**src/rtl/tmr_pkg.sv**
```systemverilog
// Shared definitions for the TMR fault injector.
//   DATA_LEN_DEFAULT : default width of every data word
//   LANE_*           : encoding of the inj_lane program field
//   inj_state_t      : injection FSM states
//   decode_lane()    : lane code -> 3-bit corrupt mask {C, B, A}
package tmr_pkg;

    localparam int DATA_LEN_DEFAULT = 27;

    localparam logic [1:0] LANE_A  = 2'd0;
    localparam logic [1:0] LANE_B  = 2'd1;
    localparam logic [1:0] LANE_C  = 2'd2;
    localparam logic [1:0] LANE_AB = 2'd3;

    typedef enum logic [1:0] {
        ST_IDLE,
        ST_WAIT,
        ST_ACTIVE,
        ST_DONE
    } inj_state_t;

    // Bit 0 = lane A, bit 1 = lane B, bit 2 = lane C.
    function automatic logic [2:0] decode_lane(input logic [1:0] lane);
        logic [2:0] mask;
        case (lane)
            LANE_A:  mask = 3'b001;
            LANE_B:  mask = 3'b010;
            LANE_C:  mask = 3'b100;
            default: mask = 3'b011;
        endcase
        return mask;
    endfunction

endpackage

```
**src/rtl/tmr_injector_if.sv**
```systemverilog
// Data path bundle of the TMR injector: source handshake, three replicated
// output lanes with their corrupt flags, and sink handshake.
//   slave  : the injector's view (consumes data_in, produces the lanes)
//   master : the environment's view
interface tmr_injector_if
    import tmr_pkg::*;
#(
    parameter int DATA_LEN = DATA_LEN_DEFAULT
);
    logic [DATA_LEN-1:0] data_in;
    logic                in_valid;
    logic                in_ready;
    logic [DATA_LEN-1:0] dataA_out;
    logic [DATA_LEN-1:0] dataB_out;
    logic [DATA_LEN-1:0] dataC_out;
    logic                A_error_ctrl;
    logic                B_error_ctrl;
    logic                C_error_ctrl;
    logic                out_valid;
    logic                out_ready;

    modport slave (
        input  data_in, in_valid, out_ready,
        output in_ready, dataA_out, dataB_out, dataC_out,
               A_error_ctrl, B_error_ctrl, C_error_ctrl, out_valid
    );

    modport master (
        output data_in, in_valid, out_ready,
        input  in_ready, dataA_out, dataB_out, dataC_out,
               A_error_ctrl, B_error_ctrl, C_error_ctrl, out_valid
    );
endinterface

```
**src/rtl/tmr_inj_ctrl.sv**
```systemverilog
// Injection program sequencer: IDLE -> WAIT -> ACTIVE -> DONE -> IDLE.
// Delay and length count accepted words, not cycles.
//   clk, reset      : clock, synchronous active-high reset
//   accept          : a word is being accepted this cycle
//   inj_start/lane/delay/len/sticky : program, latched in IDLE
//   lane_mask       : {C, B, A} corrupt mask for the word accepted this cycle
//   busy, done      : program in progress / one-cycle completion pulse
module tmr_inj_ctrl
    import tmr_pkg::*;
(
    input  logic       clk,
    input  logic       reset,
    input  logic       accept,
    input  logic       inj_start,
    input  logic [1:0] inj_lane,
    input  logic [7:0] inj_delay,
    input  logic [7:0] inj_len,
    input  logic       inj_sticky,
    output logic [2:0] lane_mask,
    output logic       busy,
    output logic       done
);
    inj_state_t state, state_nxt;
    logic [7:0] delay_cnt, delay_nxt;
    logic [7:0] len_cnt, len_nxt;
    logic [1:0] lane_q, lane_nxt;
    logic       sticky_q, sticky_nxt;

    // NOTE: state registers use non-blocking assignments so every flop
    // samples pre-edge values regardless of process ordering.
    always_ff @(posedge clk) begin
        if (reset) begin
            state     <= ST_IDLE;
            delay_cnt <= 8'd0;
            len_cnt   <= 8'd0;
            lane_q    <= LANE_A;
            sticky_q  <= 1'b0;
        end else begin
            state     <= state_nxt;
            delay_cnt <= delay_nxt;
            len_cnt   <= len_nxt;
            lane_q    <= lane_nxt;
            sticky_q  <= sticky_nxt;
        end
    end

    // NOTE: every signal gets a default first so no path leaves it unassigned
    // (which would infer a latch).
    always_comb begin
        state_nxt  = state;
        delay_nxt  = delay_cnt;
        len_nxt    = len_cnt;
        lane_nxt   = lane_q;
        sticky_nxt = sticky_q;
        case (state)
            ST_IDLE: begin
                if (inj_start) begin
                    lane_nxt   = inj_lane;
                    sticky_nxt = inj_sticky;
                    delay_nxt  = inj_delay;
                    len_nxt    = inj_len;
                    // A zero-length, non-sticky program still passes through
                    // WAIT so it completes with a single inj_done pulse.
                    if (inj_delay == 8'd0 && (inj_len != 8'd0 || inj_sticky))
                        state_nxt = ST_ACTIVE;
                    else
                        state_nxt = ST_WAIT;
                end
            end
            ST_WAIT: begin
                if (delay_cnt == 8'd0) begin
                    state_nxt = (len_cnt == 8'd0 && !sticky_q) ? ST_DONE : ST_ACTIVE;
                end else if (accept) begin
                    delay_nxt = delay_cnt - 8'd1;
                    // The word accepted on the last delay count stays clean.
                    if (delay_cnt == 8'd1)
                        state_nxt = (len_cnt == 8'd0 && !sticky_q) ? ST_DONE : ST_ACTIVE;
                end
            end
            ST_ACTIVE: begin
                if (accept && !sticky_q) begin
                    if (len_cnt != 8'd0)
                        len_nxt = len_cnt - 8'd1;
                    if (len_cnt <= 8'd1)
                        state_nxt = ST_DONE;
                end
            end
            ST_DONE:  state_nxt = ST_IDLE;
            default:  state_nxt = ST_IDLE;
        endcase
    end

    assign lane_mask = (state == ST_ACTIVE) ? decode_lane(lane_q) : 3'b000;
    assign busy      = (state != ST_IDLE);
    assign done      = (state == ST_DONE);

endmodule

```
**src/rtl/tmr_injector.sv**
```systemverilog
// TMR fault injector: replicates each accepted source word onto lanes A/B/C
// with one register stage and flags selected lanes as corrupt according to
// the injection program.
//   clk, reset : clock, synchronous active-high reset
//   bus        : data path bundle (slave view)
//   inj_*      : injection program inputs, inj_busy / inj_done status
module tmr_injector
    import tmr_pkg::*;
#(
    parameter int DATA_LEN = DATA_LEN_DEFAULT
) (
    input  logic              clk,
    input  logic              reset,
    tmr_injector_if.slave     bus,
    input  logic              inj_start,
    input  logic [1:0]        inj_lane,
    input  logic [7:0]        inj_delay,
    input  logic [7:0]        inj_len,
    input  logic              inj_sticky,
    output logic              inj_busy,
    output logic              inj_done
);
    logic [DATA_LEN-1:0] word_q;
    logic [2:0]          err_q;
    logic                valid_q;
    logic [2:0]          lane_mask;
    logic                accept;

    // Output register is free when empty or draining this cycle, which lets
    // back-to-back words stream with no bubble.
    assign bus.in_ready = !valid_q || bus.out_ready;
    assign accept       = bus.in_valid && bus.in_ready;

    tmr_inj_ctrl u_ctrl (
        .clk        (clk),
        .reset      (reset),
        .accept     (accept),
        .inj_start  (inj_start),
        .inj_lane   (inj_lane),
        .inj_delay  (inj_delay),
        .inj_len    (inj_len),
        .inj_sticky (inj_sticky),
        .lane_mask  (lane_mask),
        .busy       (inj_busy),
        .done       (inj_done)
    );

    // Flags are captured with the word they qualify and cleared on drain,
    // so they are never set while out_valid is low.
    always_ff @(posedge clk) begin
        if (reset) begin
            word_q  <= '0;
            err_q   <= 3'b000;
            valid_q <= 1'b0;
        end else if (accept) begin
            word_q  <= bus.data_in;
            err_q   <= lane_mask;
            valid_q <= 1'b1;
        end else if (bus.out_ready) begin
            err_q   <= 3'b000;
            valid_q <= 1'b0;
        end
    end

    assign bus.dataA_out    = word_q;
    assign bus.dataB_out    = word_q;
    assign bus.dataC_out    = word_q;
    assign bus.A_error_ctrl = err_q[0];
    assign bus.B_error_ctrl = err_q[1];
    assign bus.C_error_ctrl = err_q[2];
    assign bus.out_valid    = valid_q;

endmodule

```
**src/flat_wrapper.sv**
```systemverilog
// flat-port wrapper written by rule: the top's interface ports become plain ports
module tmr_injector_flat import tmr_pkg::*;
#(
    parameter int DATA_LEN = DATA_LEN_DEFAULT
)
  (clk, reset, inj_start, inj_lane, inj_delay, inj_len, inj_sticky, inj_busy, inj_done, bus_data_in, bus_in_valid, bus_out_ready, bus_in_ready, bus_dataA_out, bus_dataB_out, bus_dataC_out, bus_A_error_ctrl, bus_B_error_ctrl, bus_C_error_ctrl, bus_out_valid);
  tmr_injector_if #(.DATA_LEN(DATA_LEN)) bus_i ();
  input  logic clk;
  input  logic reset;
  input  logic inj_start;
  input  logic [1:0] inj_lane;
  input  logic [7:0] inj_delay;
  input  logic [7:0] inj_len;
  input  logic inj_sticky;
  output logic inj_busy;
  output logic inj_done;
  input wire logic [$bits(bus_i.data_in)-1:0] bus_data_in;
  input wire logic [$bits(bus_i.in_valid)-1:0] bus_in_valid;
  input wire logic [$bits(bus_i.out_ready)-1:0] bus_out_ready;
  output wire logic [$bits(bus_i.in_ready)-1:0] bus_in_ready;
  output wire logic [$bits(bus_i.dataA_out)-1:0] bus_dataA_out;
  output wire logic [$bits(bus_i.dataB_out)-1:0] bus_dataB_out;
  output wire logic [$bits(bus_i.dataC_out)-1:0] bus_dataC_out;
  output wire logic [$bits(bus_i.A_error_ctrl)-1:0] bus_A_error_ctrl;
  output wire logic [$bits(bus_i.B_error_ctrl)-1:0] bus_B_error_ctrl;
  output wire logic [$bits(bus_i.C_error_ctrl)-1:0] bus_C_error_ctrl;
  output wire logic [$bits(bus_i.out_valid)-1:0] bus_out_valid;
  assign bus_i.data_in = bus_data_in;
  assign bus_i.in_valid = bus_in_valid;
  assign bus_i.out_ready = bus_out_ready;
  assign bus_in_ready = bus_i.in_ready;
  assign bus_dataA_out = bus_i.dataA_out;
  assign bus_dataB_out = bus_i.dataB_out;
  assign bus_dataC_out = bus_i.dataC_out;
  assign bus_A_error_ctrl = bus_i.A_error_ctrl;
  assign bus_B_error_ctrl = bus_i.B_error_ctrl;
  assign bus_C_error_ctrl = bus_i.C_error_ctrl;
  assign bus_out_valid = bus_i.out_valid;
  tmr_injector #(.DATA_LEN(DATA_LEN)) u_core (.clk(clk), .reset(reset), .bus(bus_i), .inj_start(inj_start), .inj_lane(inj_lane), .inj_delay(inj_delay), .inj_len(inj_len), .inj_sticky(inj_sticky), .inj_busy(inj_busy), .inj_done(inj_done));
endmodule
```
**config.mk**
```make
export PLATFORM = sky130hd
export DESIGN_NAME = tmr_injector_flat
export DESIGN_NICKNAME = d
export VERILOG_FILES = /design/src/rtl/tmr_pkg.sv /design/src/rtl/tmr_injector_if.sv /design/src/rtl/tmr_inj_ctrl.sv /design/src/rtl/tmr_injector.sv /design/src/flat_wrapper.sv
export SDC_FILE = /design/constraint.sdc
export NUM_CORES = 1
export LEC_CHECK = 0
export ABC_CLOCK_PERIOD_IN_PS = 2540
export CAP_MARGIN = 20
export CORE_MARGIN = 4
export CORE_UTILIZATION = 63
export CTS_BUF_LIST = sky130_fd_sc_hd__clkbuf_16
export DETAILED_ROUTE_END_ITERATION = 16
export DONT_BUFFER_PORTS = 1
export PLACE_DENSITY_LB_ADDON = 0.08
export SETUP_SLACK_MARGIN = 0.1
export SLEW_MARGIN = 20
export SYNTH_ARGS = -nofsm -noshare
export SYNTH_HDL_FRONTEND = slang
export SYNTH_SLANG_ARGS = --single-unit
```
**constraint.sdc**
```tcl
create_clock -name clk -period 2.54 [get_ports clk]
set_input_delay 0.508 -clock clk [delete_from_list [all_inputs] [get_ports clk]]
set_output_delay 0.508 -clock clk [all_outputs]
set_load 0.005 [all_outputs]
```
### Yosys cells after proc, flatten, opt, wreduce, memory -nomap -nowiden

Index checks and enable logic that the tools add are counted.

* add/sub/neg operators: 2
* $mul: 0
* div/mod/pow operators: 0
* $lt $le $gt $ge: 1
* equal/unequal tests: 14
* shift-type cells: 0
* multiplexer cells: 23
* bitwise logic cells: 0
* reduce and logical (&&, ||, !) cells: 23

Operators by type and width (count)
* $mux W8: 6
* $pmux W8 S2: 2
* $logic_not A8 Y1: 3
* $reduce_bool A8 Y1: 2
* $sub A8 B1 Y8 const B: 2
* $mux W2: 7
* $ne A2 B2 Y1 const B: 6
* $mux W3: 3
* $pmux W3 S3: 1
* $eq A8 B1 Y1 const B: 1
* $le A8 B1 Y1 const B: 1
* $pmux W2 S4: 1
* $reduce_and A4 Y1: 2
* $reduce_bool A2 Y1: 4
* $eq A2 B2 Y1 const B: 3
* $ne A3 B3 Y1 const B: 2
* $reduce_and A5 Y1: 1
* $eq A2 B1 Y1 const B: 2
* $logic_and A1 B1 Y1: 4
* $logic_not A2 Y1: 2
* $mux W1: 3
* $logic_not A1 Y1: 2
* $logic_or A1 B1 Y1: 2
* $reduce_and A2 Y1: 1

* flip-flop bits (word level): 52
* latch bits: 0
* memory bits (writable): 0
* ROM bits: 0
* input bits: 51
* output and inout bits: 88
* memories kept: 0

### Depth between registers and ports, before layout

Gate-level depths: netlist of the first run.

* depth in word-level cells: 7
* depth in mapped cells: 9

### Hierarchy

A second synthesis of the first run with hierarchy kept.

* cells, all modules: 394
* area total of the unflattened synthesis: 3315.7 um2

Modules (own cells, without submodules)
* tmr_injector: instances 1, cells an instance 194, area an instance 1778.0 um2, sequential area each 620.6 um2
* tmr_inj_ctrl: instances 1, cells an instance 200, area an instance 1537.7 um2, sequential area each 420.4 um2

### Least setup slack after synthesis of the first run

OpenSTA, ideal clock, no wires.

* kind: register to register
* start: reg u_core.u_ctrl.state[0]
* end: reg u_core.u_ctrl.delay_cnt[0]
* library setup time: 0.069 ns
* arrival time: 1.715 ns
* path slack: 0.756 ns
* cell stages (with the launch flop): 8
* buffers on the path: 0
* cells stage by stage: dfxtp_1 inv_1 ha_1 inv_1 a21boi_1 a211o_4 or3_1 a21oi_2

* cells in the longest elaborated chain, start to end: 3

Ends and longest elaborated chain
* start: declaration: RTL line tmr_inj_ctrl.sv:23 `inj_state_t state, state_nxt;`
* start signal: assignment: RTL line tmr_inj_ctrl.sv:39 `state <= state_nxt;`
* $eq A2 B1 Y1 or $logic_not A2 Y1 (tied branches): RTL line tmr_inj_ctrl.sv:55 `case (state)`
* $ne A2 B2 Y1 (no source line) or $reduce_bool A2 Y1 (tied branches)
* $reduce_and A4 Y1 (no source line)
* end signal: assignment: RTL line tmr_inj_ctrl.sv:40 `delay_cnt <= delay_nxt;`
* end: declaration: RTL line tmr_inj_ctrl.sv:24 `logic [7:0] delay_cnt, delay_nxt;`

Parallel ways exist; a longest one is shown, timed or not.
A chain may end at the register's enable or synchronous reset.

### Worst setup path in the final report of the first run

* start: reg u_core.u_ctrl.state[0]
* end: reg u_core.u_ctrl.len_cnt[5]

* cells in the longest elaborated chain, start to end: 3

Ends and longest elaborated chain
* $eq A2 B2 Y1 or $logic_not A2 Y1 (tied branches): RTL line tmr_inj_ctrl.sv:55
* $ne A2 B2 Y1 (no source line) or $reduce_bool A2 Y1 (tied branches)
* $reduce_and A4 Y1 (no source line)
* end signal: assignment: RTL line tmr_inj_ctrl.sv:41 `len_cnt <= len_nxt;`
* end: declaration: RTL line tmr_inj_ctrl.sv:25 `logic [7:0] len_cnt, len_nxt;`

Parallel ways exist; a longest one is shown, timed or not.

==> impl_metrics.yaml, run 1 <==
placement:
  dp_cells: 394
  gp_congestion: 0.910
  dp_slack_ns: 0.443
  place_area_um2: 2730
  port_buffers: 0
  dp_hpwl_um: 4730
setup_path:
  cp.required_ns: 2.73
  endpoint_kind: "flop"
  crit_type: "flop to flop"
  crit_fanout: 12
  r2r_slack_ns: 0.41
  setup.worst_path.start_class: "flop"
  arrival_ns: 2.32
synthesis:
  synthDistinctLibCells: 52
  async_flop_share_pct: 0
  ys_warn_count: 0
  syn_avg_cell_area_um2: 7.85
  syn_area_um2: 3110
  synth_nets: 460
  synth_seq_cells: 52
  synth_edf_count: 0
  ys.flop_type: "dfxtp_1"
  synthCells: 396
  seq_area_frac_synth_pct: 33.5
drt:
  drc: 0
  ant_nets: 0
  firstDrtPassIters: 4
  drtIter0Drc: 102
  routed_via_density: 5.84
  wire_per_inst_um: 16.4
  totalWireLength_um: 6570
  num_vias: 2346
grt:
  track_usage_pct: 21.6
  grt_pass1_wl_um: 10700
  grt_pass1_vias: 2211
  grt_max_degree: 54
  overflow: 0
  grt_antenna_before_repair: 0
cts:
  cts_root_buf: "clkbuf_16"
  cts_tree: "built"
  post_cts_buffers: 0
  ctsHoldBuffers: 0
  numCtsBuffers: 5
  clock_latency_ns: 0.28
  cts.clk_slew.worst_paths_ns: 0.07
  cts_sinks: 52
  cts_resized: 0
  cts-htree-levels: 2
  cts_max_path_buffers: 2
power:
  pwr_density_cell_nw_per_um2: 1160
  power_leakage_nw: 1.10
  peakVddDrop_v: 0.000567
layout:
  final_core_util_pct: 60.9
  diodes: 0
  drive_above_1_share_pct: 9.55
  nFillCells: 464
  syn_to_final_growth_pct: -6.84
  finalNonFillerCells: 402
  finalNetCount: 398
  fin_area_um2: 2900
floorplan:
  core_um2: 4750
  rows: 25
  dieArea_um2: 6130
  die_x_um: 78.3
  ios: 139
  die_h_um: 78.3
  start_util_pct: 65.4
sta:
  timing.fmax_mhz: 469
  fin_skew_ns: 0.00420
  slew_viol_final: 0
  tns_ns: 0
  layout_setup_ws_ns: 0.408
  period_share_pct: 83.9
  finalSetupViolations: 0
  fin_crit_ns: 2.13
  timing.final.hold_violations: 0
  rsz0062_at_grt: "no"
  worstMarginPinSlew_ns: 0.554
  slew_headroom_pct: 63.0
hold_path:
  min_path_type: "primary input to flop"
run_status:
  status: "completed"
job:
  drv_cap: 0
per-layer routing:
metal	vias up	track usage, %	share of wire (%)
met5	-	0	0
met4	0	6.82	1.2
met3	7	6.08	7.0
met2	85	36.6	49
met1	1078	26.3	42
li1	1176	-	-
critical path, stage by stage, from the launching register on:
cell,delay [ns]
dfxtp_1,0.34
inv_1,0.11
ha_1,0.28
and2b_1,0.19
and4b_1,0.21
a31oi_2,0.50
buf_4,0.23
a21oi_1,0.05
o32ai_1,0.13
cells in the mapped netlist, drive strengths merged (2+ instances only):
| cell type | n | share of area, % |
|---|---|---|
| or2 | 3 | 0.60 |
| ha | 13 | 5.2 |
| o21ai | 11 | 2.1 |
| a21oi | 54 | 9.5 |
| nand2b | 3 | 0.68 |
| or4 | 2 | 0.48 |
| a211o | 2 | 0.84 |
| nor2b | 5 | 1.0 |
| a21o | 5 | 1.2 |
| dfxtp | 52 | 33 |
| mux2i | 4 | 1.3 |
| nand4 | 2 | 0.40 |
| a211oi | 2 | 0.64 |
| buf | 58 | 14 |
| and4b | 2 | 0.64 |
| nor3 | 5 | 0.97 |
| clkbuf | 16 | 1.9 |
| a31oi | 5 | 1.2 |
| nand2 | 76 | 9.2 |
| nand3 | 11 | 1.8 |
| nor2 | 17 | 2.1 |
| nand3b | 5 | 1.2 |
| inv | 14 | 1.7 |
| nor4 | 8 | 2.3 |
| o32ai | 5 | 1.4 |
| or3 | 3 | 0.60 |
final cells by class:
cell class	instances	area [um2]	share of cell area, %
multi-input combinational	256	1520	52.3
sequential	52	1040	35.9
clock buffer	5	125	4.32
tap	67	83.8	2.89
inverter	14	52.6	1.81
clock inverter	3	42.5	1.47
timing repair buffer	5	37.5	1.30
flip-flops by register name, indices dropped and copies added, names as in the netlist:
register and flops:
u_core.u_ctrl.delay_cnt 8, u_core.bus.out_valid 1, u_core.u_ctrl.len_cnt 8, u_core.u_ctrl.state 2, u_core.bus.dataA_out 27, u_core.err_q 3, u_core.u_ctrl.sticky_q 1, u_core.u_ctrl.lane_q 2
metrics by stage:
step / hold WS [ns] / total power, mW
CTS: 0.273 / 3.39
finish: 0.287 / 3.37
detailed placement: 0.470 / 2.61
global route: 0.268 / 3.63
global placement: 0.464 / 2.59
floorplan: 0.449 / 2.44
placed cells by master, fill, tap and decap left out, types with 2 or more instances in the layout:
cell type / count
nor2b_1: 5
or2_2: 3
or3_1: 3
buf_4: 5
and4b_1: 2
nand2_1: 76
clkbuf_16: 5
or4_1: 2
a21oi_1: 47
nand3b_1: 5
a21o_1: 5
ha_1: 13
nor2_1: 17
a31oi_1: 4
o21ai_0: 5
nor4_1: 6
o21ai_2: 3
a21oi_2: 7
nand4_1: 2
o21ai_1: 3
inv_1: 14
nor3_1: 4
mux2i_1: 4
nand3_1: 11
nand2b_1: 2
o32ai_1: 5
dfxtp_1: 52
kinds of logic (layout without fill, tap and decap cells):
group / after synthesis / count (layout) / synth area share [%]
simple gates: 146 / 146 / 22.8
compound gates: 93 / 93 / 19.4
buf+inv: 88 / 27 / 17.8
flops: 52 / 52 / 33.5
fa+ha+maj: 13 / 13 / 5.23
mux: 4 / 4 / 1.29
worst paths after layout:
kind,startpoint,to,cells after the start
max reg2reg,u_core.u_ctrl.state[0],u_core.u_ctrl.len_cnt[5],8
min,reset,u_core.bus.dataA_out[3],1
min reg2reg,u_core.u_ctrl.delay_cnt[7],u_core.u_ctrl.delay_cnt[7],2
max,u_core.u_ctrl.state[0],u_core.u_ctrl.len_cnt[5],8
power breakdown:
part           switching, mW  total [mW]  internal, mW
combinational          0.832        1.44         0.613
sequential             0.201        1.16         0.964
clock                  0.295       0.759         0.463
Power figures use the tool's default switching activity.
==> run 2: changes to the inputs <==
ABC_CLOCK_PERIOD_IN_PS = 2100   (was 2540)
clock period = 2.1 ns   (was 2.54 ns; I/O delays follow)
==> run 2 against run 1 <==
Against the previous run: setup slack lost 0.20 ns; power rose by 23%; final area up 2.3%; first-iteration DRC count grew 37%; via count rose by 3.3%; core utilization grew 1.4 points; hold slack worse by 0.083 ns; critical path type unchanged.
==> impl_metrics.yaml, run 2 (synthesis gave the netlist of run 1 again) <==
cts:
  cts_tree: "built"
  cts_root_buf: "clkbuf_16"
  cts.clk_slew.worst_paths_ns: 0.07
  cts-htree-levels: 2
  numCtsBuffers: 5
  clock_latency_ns: 0.28
  cts_max_path_buffers: 2
  cts_sinks: 52
sta:
  hold_slack_ns: 0.204
  timing.fmax_mhz: 528
  tns_ns: 0
  fin_crit_ns: 1.89
  finalSetupViolations: 0
  worstMarginPinSlew_ns: 0.564
  slew_viol_final: 0
  rsz0062_at_grt: "no"
  fin_skew_ns: 0.00427
  slew_headroom_pct: 62.1
  period_share_pct: 90.2
  timing.final.hold_violations: 0
power:
  power_leakage_nw: 1.14
  pwr_density_cell_nw_per_um2: 1390
  total_power_mw: 4.13
  peakVddDrop_v: 0.000863
drt:
  wire_per_inst_um: 16.1
  totalWireLength_um: 6580
  routed_via_density: 5.91
  drtIter0Drc: 140
  num_vias: 2424
  firstDrtPassIters: 4
  drc: 0
  ant_nets: 0
grt:
  grt_pass1_wl_um: 10700
  grt_max_degree: 54
  grt_pass1_vias: 2265
  overflow: 0
  track_usage_pct: 21.5
  grt_antenna_before_repair: 0
floorplan:
  die_h_um: 78.3
  rows: 25
  start_util_pct: 65.4
  die_x_um: 78.3
  core_um2: 4750
  ios: 139
  dieArea_um2: 6130
setup_path:
  crit_type: "flop to flop"
  cp.required_ns: 2.32
  arrival_ns: 2.12
  crit_fanout: 6
  reg2reg_depth: 8
  r2r_slack_ns: 0.21
  reg2reg_to: "u_core.u_ctrl.delay_cnt[0]"
  crit_start: "u_core.u_ctrl.state[1]"
  setup.worst_path.end: "u_core.u_ctrl.delay_cnt[0]"
  endpoint_kind: "flop"
  r2r_start: "u_core.u_ctrl.state[1]"
  setup.worst_path.start_class: "flop"
layout:
  drive_above_1_share_pct: 13.4
  finalNonFillerCells: 410
  fin_area_um2: 2970
  largest_reg_flops: 27
  diodes: 0
  finalNetCount: 406
  nFillCells: 446
  final_cell_mix: "nand2_1, dfxtp_1, a21oi_1"
  layout_commonest_cell: "nand2_1"
  syn_to_final_growth_pct: -4.67
placement:
  dp_cells: 400
  port_buffers: 0
  dp_hpwl_um: 4770
  place_area_um2: 2780
  gp_congestion: 0.893
run_status:
  status: "completed"
job:
  drv_cap: 0
hold_path:
  min_path_type: "primary input to flop"
-- run 2: cell types whose count changed in the layout (fill, tap and decap cells not counted), sizes merged --
cell      delta
clkinv       -1
clkinvlp     +1
inv          +1
bufinv       -1
buf          +8
-- run 2: worst max-delay path: stages (launching register included) --
cell	delay (ns)
dfxtp_2	0.35
inv_2	0.07
ha_2	0.18
buf_4	0.13
nand2_1	0.09
a21boi_2	0.18
a211o_4	0.36
or3_1	0.37
a21oi_2	0.11
-- run 2: through the flow --
stage          worst slack, ns  utilization [%]
6_report                 0.207             62.4
2_1_floorplan            0.316                -
5_1_grt                 0.0969             62.4
4_1_cts                  0.132             61.6
3_5_place_dp            0.0824             58.4
3_3_place_gp             0.154             58.4
-- run 2: power breakdown --
| group | switching [mW] | internal (mW) |
|---|---|---|
| Combinational | 1.06 | 0.879 |
| Clock | 0.355 | 0.440 |
| Sequential | 0.235 | 1.17 |
-- run 2: layout make-up --
type | instances | area, um2 | area share, %
tap | 67 | 83.8 | 2.83
multi-input combinational | 256 | 1530 | 51.6
clock inverter | 3 | 20.0 | 0.675
clock buffer | 5 | 125 | 4.22
inverter | 14 | 52.6 | 1.77
timing repair buffer | 13 | 110 | 3.71
sequential | 52 | 1040 | 35.2
-- run 2: worst min path at each step --
stage / start / cells after the start / slack, ns / endpoint
6_report: reset / 1 / 0.20 / u_core.bus.dataA_out[2]
5_1_grt: reset / 1 / 0.18 / u_core.u_ctrl.delay_cnt[0]
4_1_cts: reset / 1 / 0.18 / u_core.u_ctrl.delay_cnt[7]
3_5_place_dp: u_core.u_ctrl.delay_cnt[7] / 2 / 0.46 / u_core.u_ctrl.delay_cnt[7]
3_3_place_gp: u_core.u_ctrl.delay_cnt[7] / 2 / 0.46 / u_core.u_ctrl.delay_cnt[7]
2_1_floorplan: u_core.u_ctrl.delay_cnt[7] / 2 / 0.45 / u_core.u_ctrl.delay_cnt[7]
-- run 2: timing repair --
| action | in CTS | in global routing |
|---|---|---|
| gates resized for setup | 1 | 6 |
| pin swaps | 1 | 2 |
| hold buffers | 0 | 0 |
| setup endpoints to repair | 4 | 8 |
| setup buffers | 0 | 2 |
-- run 2: metal layers --
metal,GRT usage (%),vias to the layer above,share of wire [%]
li1,-,1184,-
met1,25.6,1136,41
met2,37.6,96,50
met3,5.96,8,7.3
met4,6.47,0,1.3
met5,0,-,0
